## config.mk

```make
export PLATFORM = sky130hd
export DESIGN_NAME = data_mem_port
export DESIGN_NICKNAME = d
export VERILOG_FILES = /design/src/rtl/data_mem_port_pkg.sv /design/src/rtl/data_mem_port_load_extender.sv /design/src/rtl/data_mem_port.sv
export SDC_FILE = /design/constraint.sdc
export NUM_CORES = 1
export LEC_CHECK = 0
export CAP_MARGIN = 20
export CORE_UTILIZATION = 44
export DETAILED_ROUTE_END_ITERATION = 7
export HOLD_SLACK_MARGIN = 0.08
export PLACE_DENSITY = 0.86
export SETUP_SLACK_MARGIN = 0.2
export SLEW_MARGIN = 10
export SYNTH_ARGS = -nofsm -noshare
export SYNTH_HDL_FRONTEND = slang
export SYNTH_SLANG_ARGS = --single-unit
```

## constraint.sdc

```tcl
create_clock -name clk -period 3.6 [get_ports clk]
set_input_delay 0.36 -clock clk [delete_from_list [all_inputs] [get_ports clk]]
set_output_delay 0.36 -clock clk [all_outputs]
set_load 0.01 [all_outputs]
```

## src/rtl/data_mem_port_pkg.sv

```systemverilog
// Shared types and helpers for the memory-stage data-bus master.
//   mem_op_t    : access size/sign carried down the pipeline from decode
//   dbus_cmd_t  : registered bus command (we, word address, strobes, write data)
//   is_aligned  : natural-alignment check for a given op and byte offset
//   store_strb  : byte-lane strobes for a store
//   store_data  : lane-replicated store data
package data_mem_port_pkg;

    localparam int unsigned XLEN   = 32;
    localparam int unsigned STRB_W = XLEN / 8;

    typedef enum logic [2:0] {
        MEM_NOP = 3'd0,
        MEM_B   = 3'd1,
        MEM_BU  = 3'd2,
        MEM_H   = 3'd3,
        MEM_HU  = 3'd4,
        MEM_W   = 3'd5
    } mem_op_t;

    typedef struct packed {
        logic              we;
        logic [XLEN-1:0]   addr;
        logic [STRB_W-1:0] wstrb;
        logic [XLEN-1:0]   wdata;
    } dbus_cmd_t;

    // Bytes are always aligned; halves need an even address, words a multiple of 4.
    function automatic logic is_aligned(input mem_op_t op, input logic [1:0] off);
        case (op)
            MEM_H, MEM_HU: return ~off[0];
            MEM_W:         return (off == 2'b00);
            default:       return 1'b1;
        endcase
    endfunction

    function automatic logic [STRB_W-1:0] store_strb(input mem_op_t op, input logic [1:0] off);
        case (op)
            MEM_H, MEM_HU: return off[1] ? 4'b1100 : 4'b0011;
            MEM_W:         return 4'b1111;
            default:       return 4'(4'b0001 << off);
        endcase
    endfunction

    // The slave picks the lane via the strobes, so every lane carries the datum.
    function automatic logic [XLEN-1:0] store_data(input mem_op_t op, input logic [XLEN-1:0] d);
        case (op)
            MEM_B, MEM_BU: return {4{d[7:0]}};
            MEM_H, MEM_HU: return {2{d[15:0]}};
            default:       return d;
        endcase
    endfunction

endpackage

```

## src/rtl/data_mem_port_load_extender.sv

```systemverilog
// Combinational load-data extraction and extension.
//   op     : access size/sign of the load
//   offset : byte offset of the access within the word
//   rdata  : raw word returned by the data bus
//   result : byte/half selected and sign- or zero-extended; words passed through
module load_extender
    import data_mem_port_pkg::*;
(
    input  mem_op_t         op,
    input  logic [1:0]      offset,
    input  logic [XLEN-1:0] rdata,
    output logic [XLEN-1:0] result
);

    logic [7:0]  byte_sel;
    logic [15:0] half_sel;

    // Lane select
    always_comb begin
        byte_sel = rdata[7:0];
        case (offset)
            2'd1:    byte_sel = rdata[15:8];
            2'd2:    byte_sel = rdata[23:16];
            2'd3:    byte_sel = rdata[31:24];
            default: byte_sel = rdata[7:0];
        endcase
        half_sel = offset[1] ? rdata[31:16] : rdata[15:0];
    end

    // Extension
    always_comb begin
        result = rdata;
        case (op)
            MEM_B:   result = {{24{byte_sel[7]}}, byte_sel};
            MEM_BU:  result = {24'h0, byte_sel};
            MEM_H:   result = {{16{half_sel[15]}}, half_sel};
            MEM_HU:  result = {16'h0, half_sel};
            default: result = rdata;
        endcase
    end

endmodule

```

## src/rtl/data_mem_port.sv

```systemverilog
// Memory-stage data-bus master between the EX/MEM and MEM/WB registers.
//   clk, rst                  : clock, async active-high reset
//   mem_ctrl_mem              : access size/sign (MEM_NOP = no access)
//   mem_do_write_ctrl_mem     : 1 = store, 0 = load
//   alu_result_mem            : effective byte address
//   mem_data_in_mem           : store data
//   dbus_req/we/addr/wstrb/wdata : registered bus command, held until ack
//   dbus_ack, dbus_rdata      : completion pulse and read word
//   load_data_mem             : extended load result for MEM/WB
//   mem_stall                 : hold upstream pipeline registers (combinational)
//   misalign_fault            : misaligned access seen in IDLE (combinational)
module data_mem_port
    import data_mem_port_pkg::*;
(
    input  logic              clk,
    input  logic              rst,
    input  mem_op_t           mem_ctrl_mem,
    input  logic              mem_do_write_ctrl_mem,
    input  logic [XLEN-1:0]   alu_result_mem,
    input  logic [XLEN-1:0]   mem_data_in_mem,
    output logic              dbus_req,
    output logic              dbus_we,
    output logic [XLEN-1:0]   dbus_addr,
    output logic [STRB_W-1:0] dbus_wstrb,
    output logic [XLEN-1:0]   dbus_wdata,
    input  logic              dbus_ack,
    input  logic [XLEN-1:0]   dbus_rdata,
    output logic [XLEN-1:0]   load_data_mem,
    output logic              mem_stall,
    output logic              misalign_fault
);

    typedef enum logic [1:0] {
        IDLE = 2'd0,
        BUSY = 2'd1,
        DONE = 2'd2
    } dmem_state_t;

    dmem_state_t     state_q, state_d;
    dbus_cmd_t       cmd_q, cmd_d;
    logic            req_q, req_d;
    logic [1:0]      off_q, off_d;
    mem_op_t         op_q, op_d;
    logic [XLEN-1:0] load_q, load_d;
    logic [XLEN-1:0] ext_data;
    logic            aligned;

    // Extension of the returned word, used only on the ack-capture path
    load_extender u_load_extender (
        .op     (op_q),
        .offset (off_q),
        .rdata  (dbus_rdata),
        .result (ext_data)
    );

    // Next-state, next-output and combinational handshake outputs
    always_comb begin
        state_d        = state_q;
        cmd_d          = cmd_q;
        req_d          = req_q;
        off_d          = off_q;
        op_d           = op_q;
        load_d         = load_q;
        mem_stall      = 1'b0;
        misalign_fault = 1'b0;
        aligned        = is_aligned(mem_ctrl_mem, alu_result_mem[1:0]);

        case (state_q)
            IDLE: begin
                if (mem_ctrl_mem != MEM_NOP) begin
                    if (aligned) begin
                        cmd_d.we    = mem_do_write_ctrl_mem;
                        cmd_d.addr  = {alu_result_mem[XLEN-1:2], 2'b00};
                        cmd_d.wstrb = mem_do_write_ctrl_mem
                                    ? store_strb(mem_ctrl_mem, alu_result_mem[1:0])
                                    : '0;
                        cmd_d.wdata = store_data(mem_ctrl_mem, mem_data_in_mem);
                        off_d       = alu_result_mem[1:0];
                        op_d        = mem_ctrl_mem;
                        req_d       = 1'b1;
                        mem_stall   = 1'b1;
                        state_d     = BUSY;
                    end else begin
                        // Dropped on the floor: no request, pipeline keeps moving
                        misalign_fault = 1'b1;
                    end
                end
            end
            BUSY: begin
                mem_stall = 1'b1;
                if (dbus_ack) begin
                    req_d       = 1'b0;
                    cmd_d.we    = 1'b0;
                    cmd_d.wstrb = '0;
                    if (!cmd_q.we) begin
                        load_d = ext_data;
                    end
                    state_d = DONE;
                end
            end
            // Inputs still show the finished instruction here; skip them so it is not re-issued
            DONE: begin
                state_d = IDLE;
            end
            default: begin
                state_d = IDLE;
            end
        endcase
    end

    // State and registered outputs
    always_ff @(posedge clk or posedge rst) begin
        if (rst) begin
            state_q <= IDLE;
            cmd_q   <= '0;
            req_q   <= 1'b0;
            off_q   <= 2'b00;
            op_q    <= MEM_NOP;
            load_q  <= '0;
        end else begin
            state_q <= state_d;
            cmd_q   <= cmd_d;
            req_q   <= req_d;
            off_q   <= off_d;
            op_q    <= op_d;
            load_q  <= load_d;
        end
    end

    assign dbus_req      = req_q;
    assign dbus_we       = cmd_q.we;
    assign dbus_addr     = cmd_q.addr;
    assign dbus_wstrb    = cmd_q.wstrb;
    assign dbus_wdata    = cmd_q.wdata;
    assign load_data_mem = load_q;

endmodule

```

==> impl_results.md <==
* CTS Root Cell: clkbuf_16
* Antenna violations before repair at 0
* Hold WS at 0.4179 ns
* Setup TNS at 0 ns
* Worst Clk Skew at 0.006354 ns
* Worst VDD drop at 0.4541 mV
* Mapped Cells at 408
* Core area at 11610 sq um
* Arrival @ worst endpoint at 2.47 ns
* Number of I/O pins at 207
* Final count of negative-setup-slack endpoints at 0
* Commonest non-fill, non-tap cell in the layout: clkdlybuf4s50_1
* Diode count at 0
* Relative slew slack at 0.2767
* Peak Freq at 353.7 MHz
* Yosys warning total at 0
* EDFF count, synth at 0
* RSZ-0062 raised after global routing: no
* Most frequent CP cell: clkdlybuf4s50_1
* Worst path max stage delay at 0.78 ns
* Die Height at 112.1 um
* Prevailing post-synth register cell: dfrtp_1
* Largest net degree at the start of global routing at 82
* Worst-margin pin slew at 1.083 ns
* Initial Utilization at 0.4596
* Area added between synthesis and finish at 45.36%
* Slowest cell on crit path: clkdlybuf4s50_1
* Static Leakage at 3.243 nW
* Nets at 707
* Most frequent cells in the layout: 204 x clkdlybuf4s50_1, 107 x dfrtp_1, 52 x mux2_4, 39 x nor2_1, 28 x mux2_2
* 1st-pass router iterations at 7
* Vias in the first global route at 4407
* IO buf count at 204
* Wirelength per Cell at 19.50 um
* Gpl congestion at 0.8626
* Final period util at 0.7854
* Min-Delay Path Class: in -> async
* PostCTS Resize Cnt at 0
* CP Class: in -> out
* Cell breakdown of the critical path: clkdlybuf4s50_1, nand3b_1, nor2_2, nor2_1, nor3_1, clkdlybuf4s50_1
* Required time worst endpoint at 3.24 ns
* CTS buffer count at 9
* Clk sinks at 107
* Hold Violations, Final at 0
* DR vias/cell at 5.582
* Total of max-cap violations at 0
* Share of layout cells above drive strength 1 at 0.2085
* Tot GR Track Use at 0.2369
* Critical Path End Type: output pin
* DIE AREA at 12580 sq um
* Worst Path Buf+Inv at 2
* ANT nets after route at 0
* Mapped Area at 5338 sq um
* Flop2flop setup slack at 1.07 ns
* # DRC at 16
* GRT Residual Overflow at 0
* Max H-tree Level at 3
* Synth cell types at 47
* First-pass GRT wire length at 23180 um
* Via count at 4198
* Postcts setup bufs at 0
* Hold-fix buffers, CTS at 0
* Max Root-Sink Buffers at 2
* Final Slew Violations at 0
* Final min period at 2.827 ns
* Startpoint Class: input port
* TritonCTS clock tree: yes
* Async SR Flop Fraction at 1.000
* Die width at 112.1 um
* Worst skew pair latency at 0.34 ns
* Synthesis-stage register bit count at 107
* Crit path max-delay family: buffers and inverters
* Site Rows at 39
* DP HPWL at 10800 um
* Drt total wl at 14670 um
* Iter 0 DRT Violations at 463
* Sequential area share after synthesis at 0.5016
* Failing checks: design-rule violations
* Status: finished with violations
* P per Cell Area at 885.8 nW/um^2
* Crit path max fanout at 11
* Clk slew on worst S/H paths at 0.07 ns
* Synth Area per Inst at 13.08 sq um
-- sequential cells by signal (all words and copies together) (netlist names) --
name / flops
op_q: 3
dbus_req: 1
dbus_addr: 30
dbus_wstrb: 4
state_q: 2
off_q: 2
load_data_mem: 32
dbus_wdata: 32
dbus_we: 1
-- worst reg2reg max path: stages, from the launching register on --
cell and delay, ns:
dfrtp_1 0.75, mux4_2 0.60, and4b_1 0.38, a221oi_1 0.53, a21oi_1 0.13
-- area by class of cell --
cell class | count | area, sq um
Inverter | 7 | 28.78
Clock buffer | 10 | 229.0
Clock inverter | 6 | 65.06
Multi-Input combinational cell | 266 | 2445
Sequential cell | 107 | 2678
Fill cell | 872 | 3855
Timing Repair Buffer | 213 | 2135
Tap cell | 143 | 178.9
-- per-layer routing --
layer  GRT usage  vias up  wire (um)  part of all wire
li1            -     1884          -                 -
met1      0.2771     2088       5669              0.39
met2      0.4166      199       7311              0.50
met3     0.06048       27       1305             0.089
met4     0.09511        0        380             0.026
met5           0        -          0                 0
-- where the power goes --
part / internal, mW / switching, mW / total (mW)
Combinational: 2.13 / 1.49 / 3.62
Clock: 0.541 / 0.439 / 0.981
Sequential: 1.82 / 0.453 / 2.27
Total: 4.49 / 2.39 / 6.87
-- path summary, 6_finish.rpt --
path	start	to	cells after the start
setup / recovery	mem_ctrl_mem[0]	misalign_fault	6
hold / removal	rst	load_data_mem[14]	2
setup reg to reg	off_q[1]	load_data_mem[14]	4
hold reg to reg	dbus_req	dbus_req	1
max in group asynchronous	rst	dbus_wdata[30]	4
min in group clk	dbus_req	dbus_req	1
-- cell usage after synthesis, types with 2 or more instances --
library cell	n	share of area
nand2_1	21	0.015
buf_2	8	0.0075
a211oi_2	2	0.0047
o21ai_0	5	0.0047
mux2i_1	10	0.019
a21oi_1	19	0.018
a21boi_0	2	0.0028
mux2_1	2	0.0042
buf_4	5	0.0070
a221o_1	7	0.013
clkbuf_1	8	0.0056
nor3b_1	8	0.011
a222oi_1	8	0.015
nor2_1	39	0.027
mux4_2	8	0.034
dfrtp_1	107	0.50
nand3b_1	3	0.0042
mux2_2	28	0.059
inv_1	7	0.0049
mux2_4	52	0.15
a221oi_1	8	0.013
nor2_2	4	0.0047
a31oi_1	16	0.019
buf_6	8	0.017
-- per-stage QoR --
step           utilization  power [mW]  std cells  area [sq um]  setup WS (ns)
2_1_floorplan            -       4.235        409          5341         0.4228
3_3_place_gp        0.6410       5.776        735          7445         0.8739
3_5_place_dp        0.6410       5.901        735          7445         0.7844
4_1_cts             0.6663       6.910        751          7739         0.7620
5_1_grt             0.6681       7.244        752          7759         0.5844
6_report            0.6681       6.873        752          7759         0.7725
-- cells by family after synthesis --
kind of cell,count (synthesis),synth area share
buffers and inverters,36,0.04196
multiplexers,100,0.2621
AND/OR/NAND/NOR,87,0.08392
flip-flops,107,0.5016
AO/OA/AOI/OAI,73,0.1003
XOR/XNOR,4,0.009379
other,1,0.0007026
No activity file was read; power rests on OpenSTA's default activity.
